File: config.mk
export PLATFORM = sky130hd
export DESIGN_NAME = pipe_clock_ctrl_flat
export DESIGN_NICKNAME = d
export VERILOG_FILES = /design/src/rtl/pipe_clock_ctrl_if.sv /design/src/rtl/pipe_clock_ctrl.sv /design/src/flat_wrapper.sv
export SDC_FILE = /design/constraint.sdc
export NUM_CORES = 1
export LEC_CHECK = 0
export CORE_MARGIN = 3
export CORE_UTILIZATION = 63
export CTS_BUF_LIST = sky130_fd_sc_hd__clkbuf_4
export DETAILED_ROUTE_END_ITERATION = 12
export PLACE_DENSITY = 0.95
export SYNTH_ARGS = -nofsm -noshare
export SYNTH_HDL_FRONTEND = slang
export SYNTH_SLANG_ARGS = --single-unit
File: constraint.sdc
create_clock -name I_CLOCK -period 7.2 [get_ports I_CLOCK]
set_input_delay 1.08 -clock I_CLOCK [delete_from_list [all_inputs] [get_ports I_CLOCK]]
set_output_delay 1.08 -clock I_CLOCK [all_outputs]
set_load 0.02 [all_outputs]
File: src/rtl/pipe_clock_ctrl_if.sv
// Control/status bundle between the stage-clock generator and the board-level
// debug controller that steers it.
interface pipe_clock_ctrl_if #(
  parameter int CNT_WIDTH = 32
);
  logic                 I_PLL_LOCKED;
  logic                 I_RUN;
  logic                 I_STEP;
  logic                 O_CLK;
  logic                 O_CLK_RISE;
  logic                 O_LOCK;
  logic [1:0]           O_STATE;
  logic [CNT_WIDTH-1:0] O_CYCLE_COUNT;

  modport master (
    output I_PLL_LOCKED, I_RUN, I_STEP,
    input  O_CLK, O_CLK_RISE, O_LOCK, O_STATE, O_CYCLE_COUNT
  );

  modport slave (
    input  I_PLL_LOCKED, I_RUN, I_STEP,
    output O_CLK, O_CLK_RISE, O_LOCK, O_STATE, O_CYCLE_COUNT
  );
endinterface

File: src/rtl/pipe_clock_ctrl.sv
// Pipeline stage clock generator: divides the PLL clock, holds lock through a
// warm-up window, and supports free-run / single-step debug operation.
module pipe_clock_ctrl #(
  parameter int DIV_COUNT = 10,
  parameter int LOCK_HOLD = 4,
  parameter int CNT_WIDTH = 32
) (
  input  logic             I_CLOCK,
  input  logic             I_RESET,
  pipe_clock_ctrl_if.slave bus
);
  localparam int WARM_W = $clog2(LOCK_HOLD + 1);
  localparam logic [CNT_WIDTH-1:0] DIV_TC  = CNT_WIDTH'(DIV_COUNT);
  localparam logic [WARM_W-1:0]    WARM_TC = WARM_W'(LOCK_HOLD);

  typedef enum logic [1:0] {
    WAIT_PLL  = 2'd0,
    WARMUP    = 2'd1,
    RUN       = 2'd2,
    STEP_HOLD = 2'd3
  } state_t;

  state_t               state_q, state_d;
  logic [CNT_WIDTH-1:0] cnt_q, cnt_d;
  logic [CNT_WIDTH-1:0] cyc_q, cyc_d;
  logic [WARM_W-1:0]    warm_q, warm_d;
  logic                 clk_q, clk_d;
  logic                 rise_q, rise_d;
  logic                 lock_q, lock_d;
  logic                 act_q, act_d;
  logic                 step_q;
  logic                 wrap;
  logic                 step_edge;

  assign wrap      = (cnt_q == DIV_TC);
  assign step_edge = bus.I_STEP && !step_q;

  always_comb begin
    state_d = state_q;
    cnt_d   = cnt_q;
    cyc_d   = cyc_q;
    warm_d  = warm_q;
    clk_d   = clk_q;
    rise_d  = 1'b0;
    lock_d  = lock_q;
    act_d   = act_q;
    if (state_q != WAIT_PLL && !bus.I_PLL_LOCKED) begin
      state_d = WAIT_PLL;
      cnt_d   = '0;
      cyc_d   = '0;
      warm_d  = '0;
      clk_d   = 1'b0;
      lock_d  = 1'b0;
      act_d   = 1'b0;
    end else begin
      case (state_q)
        WAIT_PLL: begin
          cnt_d = '0;
          clk_d = 1'b0;
          if (bus.I_PLL_LOCKED) state_d = WARMUP;
        end
        WARMUP: begin
          if (wrap) begin
            cnt_d = '0;
            clk_d = !clk_q;
            if (!clk_q) begin
              rise_d = 1'b1;
              if (warm_q != WARM_TC) warm_d = warm_q + WARM_W'(1);
            end else if (warm_q == WARM_TC) begin
              // Lock goes up on the fall that closes the last warm-up pulse.
              lock_d  = 1'b1;
              state_d = bus.I_RUN ? RUN : STEP_HOLD;
            end
          end else begin
            cnt_d = cnt_q + CNT_WIDTH'(1);
          end
        end
        RUN: begin
          if (wrap) begin
            cnt_d = '0;
            if (clk_q) begin
              clk_d = 1'b0;
            end else if (!bus.I_RUN) begin
              state_d = STEP_HOLD;
            end else begin
              clk_d  = 1'b1;
              rise_d = 1'b1;
            end
          end else begin
            cnt_d = cnt_q + CNT_WIDTH'(1);
          end
        end
        STEP_HOLD: begin
          if (!act_q) begin
            cnt_d = '0;
            clk_d = 1'b0;
            if (bus.I_RUN)      state_d = RUN;
            else if (step_edge) act_d   = 1'b1;
          end else if (!clk_q) begin
            clk_d  = 1'b1;
            rise_d = 1'b1;
            cnt_d  = '0;
          end else if (wrap) begin
            // A run request arriving mid-step waits for the pulse to finish.
            clk_d = 1'b0;
            cnt_d = '0;
            act_d = 1'b0;
            if (bus.I_RUN) state_d = RUN;
          end else begin
            cnt_d = cnt_q + CNT_WIDTH'(1);
          end
        end
        default: state_d = WAIT_PLL;
      endcase
    end
    if (rise_d && lock_q) cyc_d = cyc_q + CNT_WIDTH'(1);
  end

  always_ff @(posedge I_CLOCK) begin
    if (I_RESET) begin
      state_q <= WAIT_PLL;
      cnt_q   <= '0;
      cyc_q   <= '0;
      warm_q  <= '0;
      clk_q   <= 1'b0;
      rise_q  <= 1'b0;
      lock_q  <= 1'b0;
      act_q   <= 1'b0;
      step_q  <= 1'b0;
    end else begin
      state_q <= state_d;
      cnt_q   <= cnt_d;
      cyc_q   <= cyc_d;
      warm_q  <= warm_d;
      clk_q   <= clk_d;
      rise_q  <= rise_d;
      lock_q  <= lock_d;
      act_q   <= act_d;
      step_q  <= bus.I_STEP;
    end
  end

  assign bus.O_CLK         = clk_q;
  assign bus.O_CLK_RISE    = rise_q;
  assign bus.O_LOCK        = lock_q;
  assign bus.O_STATE       = state_q;
  assign bus.O_CYCLE_COUNT = cyc_q;
endmodule
File: src/flat_wrapper.sv
// flat-port wrapper written by rule: the top's interface ports become plain ports
module pipe_clock_ctrl_flat 
#(
  parameter int DIV_COUNT = 10,
  parameter int LOCK_HOLD = 4,
  parameter int CNT_WIDTH = 32
)
  (I_CLOCK, I_RESET, bus_I_PLL_LOCKED, bus_I_RUN, bus_I_STEP, bus_O_CLK, bus_O_CLK_RISE, bus_O_LOCK, bus_O_STATE, bus_O_CYCLE_COUNT);
  pipe_clock_ctrl_if #(.CNT_WIDTH(CNT_WIDTH)) bus_i ();
  input  logic I_CLOCK;
  input  logic I_RESET;
  input wire logic [$bits(bus_i.I_PLL_LOCKED)-1:0] bus_I_PLL_LOCKED;
  input wire logic [$bits(bus_i.I_RUN)-1:0] bus_I_RUN;
  input wire logic [$bits(bus_i.I_STEP)-1:0] bus_I_STEP;
  output wire logic [$bits(bus_i.O_CLK)-1:0] bus_O_CLK;
  output wire logic [$bits(bus_i.O_CLK_RISE)-1:0] bus_O_CLK_RISE;
  output wire logic [$bits(bus_i.O_LOCK)-1:0] bus_O_LOCK;
  output wire logic [$bits(bus_i.O_STATE)-1:0] bus_O_STATE;
  output wire logic [$bits(bus_i.O_CYCLE_COUNT)-1:0] bus_O_CYCLE_COUNT;
  assign bus_i.I_PLL_LOCKED = bus_I_PLL_LOCKED;
  assign bus_i.I_RUN = bus_I_RUN;
  assign bus_i.I_STEP = bus_I_STEP;
  assign bus_O_CLK = bus_i.O_CLK;
  assign bus_O_CLK_RISE = bus_i.O_CLK_RISE;
  assign bus_O_LOCK = bus_i.O_LOCK;
  assign bus_O_STATE = bus_i.O_STATE;
  assign bus_O_CYCLE_COUNT = bus_i.O_CYCLE_COUNT;
  pipe_clock_ctrl #(.DIV_COUNT(DIV_COUNT), .LOCK_HOLD(LOCK_HOLD), .CNT_WIDTH(CNT_WIDTH)) u_core (.I_CLOCK(I_CLOCK), .I_RESET(I_RESET), .bus(bus_i));
endmodule
==> impl_metrics.csv <==
group,metric,value,unit
floorplanning,start_util,0.6698,
final_layout,fin_nets,494,
hold_path,hold_path_class,"flop to flop",
final_layout,syn2layout_area_growth,14.27,%
status,run_status,"complete, no violations",
synthesis,syn_area,3779,sq um
synthesis,synthArstFlopShare,0,
global_route,grt_pass1_wl,14810,microns
worst_setup_path,cp_slowest_cell,"o32ai_1",
drt,via_count,3503,
synthesis,yosysMostFrequentCell,"dfxtp_1",
worst_setup_path,crit_required,7500,ps
floorplanning,rows,27,
placed_design,io_buffers,41,
sta,clock_skew,17.66,ps
cts,cts_resized,0,
final_layout,n_fill_cell,411,
synthesis,synth-edff-count,0,
global_route,overflow,0,
worst_setup_path,cp_max_fo,11,
synthesis,yosysSeqAreaShare,0.3921,
cts,insertion_delay,410,ps
hold_path,min_from,"u_core.bus.O_CYCLE_COUNT[31]",
worst_setup_path,crit_type,"primary input to flop",
synthesis,synth_top_area_frac,0.3921,
worst_setup_path,worstPathCellList,"clkdlybuf4s50_1 > nand4bb_1 > a21o_1 > o32ai_1 > nor2_1 > a221o_1",
power_and_ir_drop,power_leakage,1.345,nW
drt,drt-wirelength-per-cell,16.11,microns
synthesis,synth_area_leader_cell,"dfxtp_1",
sta,max_freq,300.0,MHz
drt,drt-pass1-iter-count,5,
power_and_ir_drop,ir_drop,132.1,uV
global_route,antenna_found_initial,0,
synthesis,postSynthCellCount,446,
synthesis,synth-seq-cells,74,
sta,maxSlewViolCount,0,
placed_design,dp_slack,3490,ps
drt,routed_wl,8959,microns
synthesis,synthDistinctLibCells,51,
drt,drc,0,
cts,cts_buffers,9,
drt,drt-vias-per-instance,6.300,
worst_setup_path,critPathArrivalTime,3630,ps
cts,numClockSinks,74,
placed_design,hpwl,6104,microns
sta,relSlewSlack,0.2834,
cts,tritoncts,"built",
floorplanning,fp.dieArea,6963,sq um
cts,path_clk_slew,120,ps
floorplanning,die_x,83.45,microns
sta,worstMarginPinSlew,1075,ps
global_route,grt_max_degree,33,
worst_setup_path,critical-path-max-stage-delay,830,ps
worst_setup_path,cp-startpoint,"bus_I_PLL_LOCKED",
cts,holdBufCountCts,0,
sta,fin_crit,3333,ps
sta,finalSetupViolCount,0,
cts,post_cts_buffers,0,
cts,clk_path_buf_depth,2,
placed_design,placed_cell_area,4215,sq um
synthesis,synthTopCellsByCount,"74 x dfxtp_1, 50 x nor2_1, 35 x nand2_1",
synthesis,syn_avg_cell_area,8.472,sq um
cts,root_buffer,"clkbuf_4",
floorplanning,fp.dieH,83.45,microns
synthesis,ys.flop_type,"dfxtp_1",
power_and_ir_drop,power_density,176.4,nW/um^2
floorplanning,io_pins,42,
drt,drtAntennaViolNets,0,
synthesis,syn_nets,460,
cts,htree_levels,3,
sta,tns,0,ps
placed_design,dp_cells,541,
run,maxCapViolCount,0,
final_layout,drive_above_1_share,0.06612,
global_route,grt_pass1_vias,3139,
synthesis,yosys_warnings,0,
synthesis,synth_area_leaders,"dfxtp_1 39%, xnor2_1 5.8%, nor2_1 5.0%",
global_route,grt_usage,0.2550,
drt,initialDrtViolationCount,195,
worst_setup_path,rr_startpoint,"u_core.cnt_q[18]",
floorplanning,coreArea,5642,sq um
worst_setup_path,crit_path_start_kind,"primary input",
sta,finalHoldViolCount,0,
sta,post-route-period-util,0.4630,
final_layout,antenna_cells,0,
sta,setup_slack,3867,ps
placed_design,gp_congestion,0.9215,
sta,rsz0062_at_grt,"false",
final_layout,fin_cells,556,
worst_setup_path,cp-end-kind,"flop",
final_layout,stdcell_area,4318,sq um
==> metal layers <==
metal,vias up,track usage,wire length (microns)
met3,13,0.03869,460
li1,1693,-,-
met5,-,0,0
met2,102,0.4016,4219
met4,0,0.09503,156
met1,1695,0.3540,4122
==> kinds of logic after synthesis <==
family,synth area share
xor gates and xnor gates,0.07417
DFF,0.3921
buffers and inverters,0.03675
muxes,0.02649
adders and majority gates,0.02980
and+or+nand+nor,0.3311
AOI/OAI and AO/OA,0.1096
==> placed cells by master (no fill, tap or decap), types with 3 or more instances in the layout <==
master            n
nor4b_1           4
nand3_1          20
nor3_1           18
xnor2_1          25
ha_1              9
or2_2             9
and4_1            9
clkinv_2          4
clkdlybuf4s50_1  41
dfxtp_1          74
nor4_1           19
nand2_1          35
mux2i_1          10
a221o_1           8
a211oi_1          3
nor2_1           50
a21oi_1          16
clkbuf_4          9
nand2b_1          4
or3_1             8
inv_1            16
nor3b_1           4
nand4_1          14
o31ai_1           9
nor2b_1           3
o21ai_0           5
xor2_1            7
and2_1            7
or4_1            10
==> worst paths after layout <==
check,to,cells after the start,slack [ps]
hold reg to reg,u_core.bus.O_CYCLE_COUNT[31],2,490
setup / recovery,u_core.bus.O_CYCLE_COUNT[4],6,3870
setup reg to reg,u_core.bus.O_CYCLE_COUNT[4],5,4090
hold / removal,u_core.bus.O_CYCLE_COUNT[31],2,490
==> layout make-up <==
cell class	count	area, sq um	area share
Clock buffer	9	67.56	0.01565
Tap cell	72	90.09	0.02086
Inverter	16	60.06	0.01391
Multi-Input combinational cell	336	2158	0.4999
Sequential cell	74	1481	0.3431
Timing Repair Buffer	43	425.4	0.09852
Clock inverter	6	35.03	0.008114
==> sequential cells by signal, summed over array words and instances (netlist names) <==
register and count:
u_core.bus.O_CLK 1, u_core.cnt_q 32, u_core.warm_q 3, u_core.bus.O_CYCLE_COUNT 32
u_core.bus.O_STATE 2, u_core.bus.O_CLK_RISE 1, u_core.step_q 1, u_core.bus.O_LOCK 1
u_core.act_q 1
==> power by group <==
part	internal [mW]	total, mW	switching, mW
logic	0.0444	0.126	0.0815
registers	0.415	0.421	0.00675
clock network	0.0666	0.214	0.148
==> metrics by stage <==
step,utilization,hold slack (ps),power (mW)
4_1_cts,0.7654,494.5,0.7573
3_5_place_dp,0.7472,481.2,0.5529
3_3_place_gp,0.7472,433.7,0.5494
6_report,0.7654,494.8,0.7617
2_1_floorplan,-,425.5,0.5183
5_1_grt,0.7654,527.3,0.7920
==> worst max-delay path: cells and delay by family <==
| kind | cells | cell delay (ps) |
|---|---|---|
| and+or+nand+nor | 2 | 570 |
| AOI/OAI and AO/OA | 3 | 1480 |
| buffers and inverters | 1 | 490 |
Power figures use the tool's default switching activity.
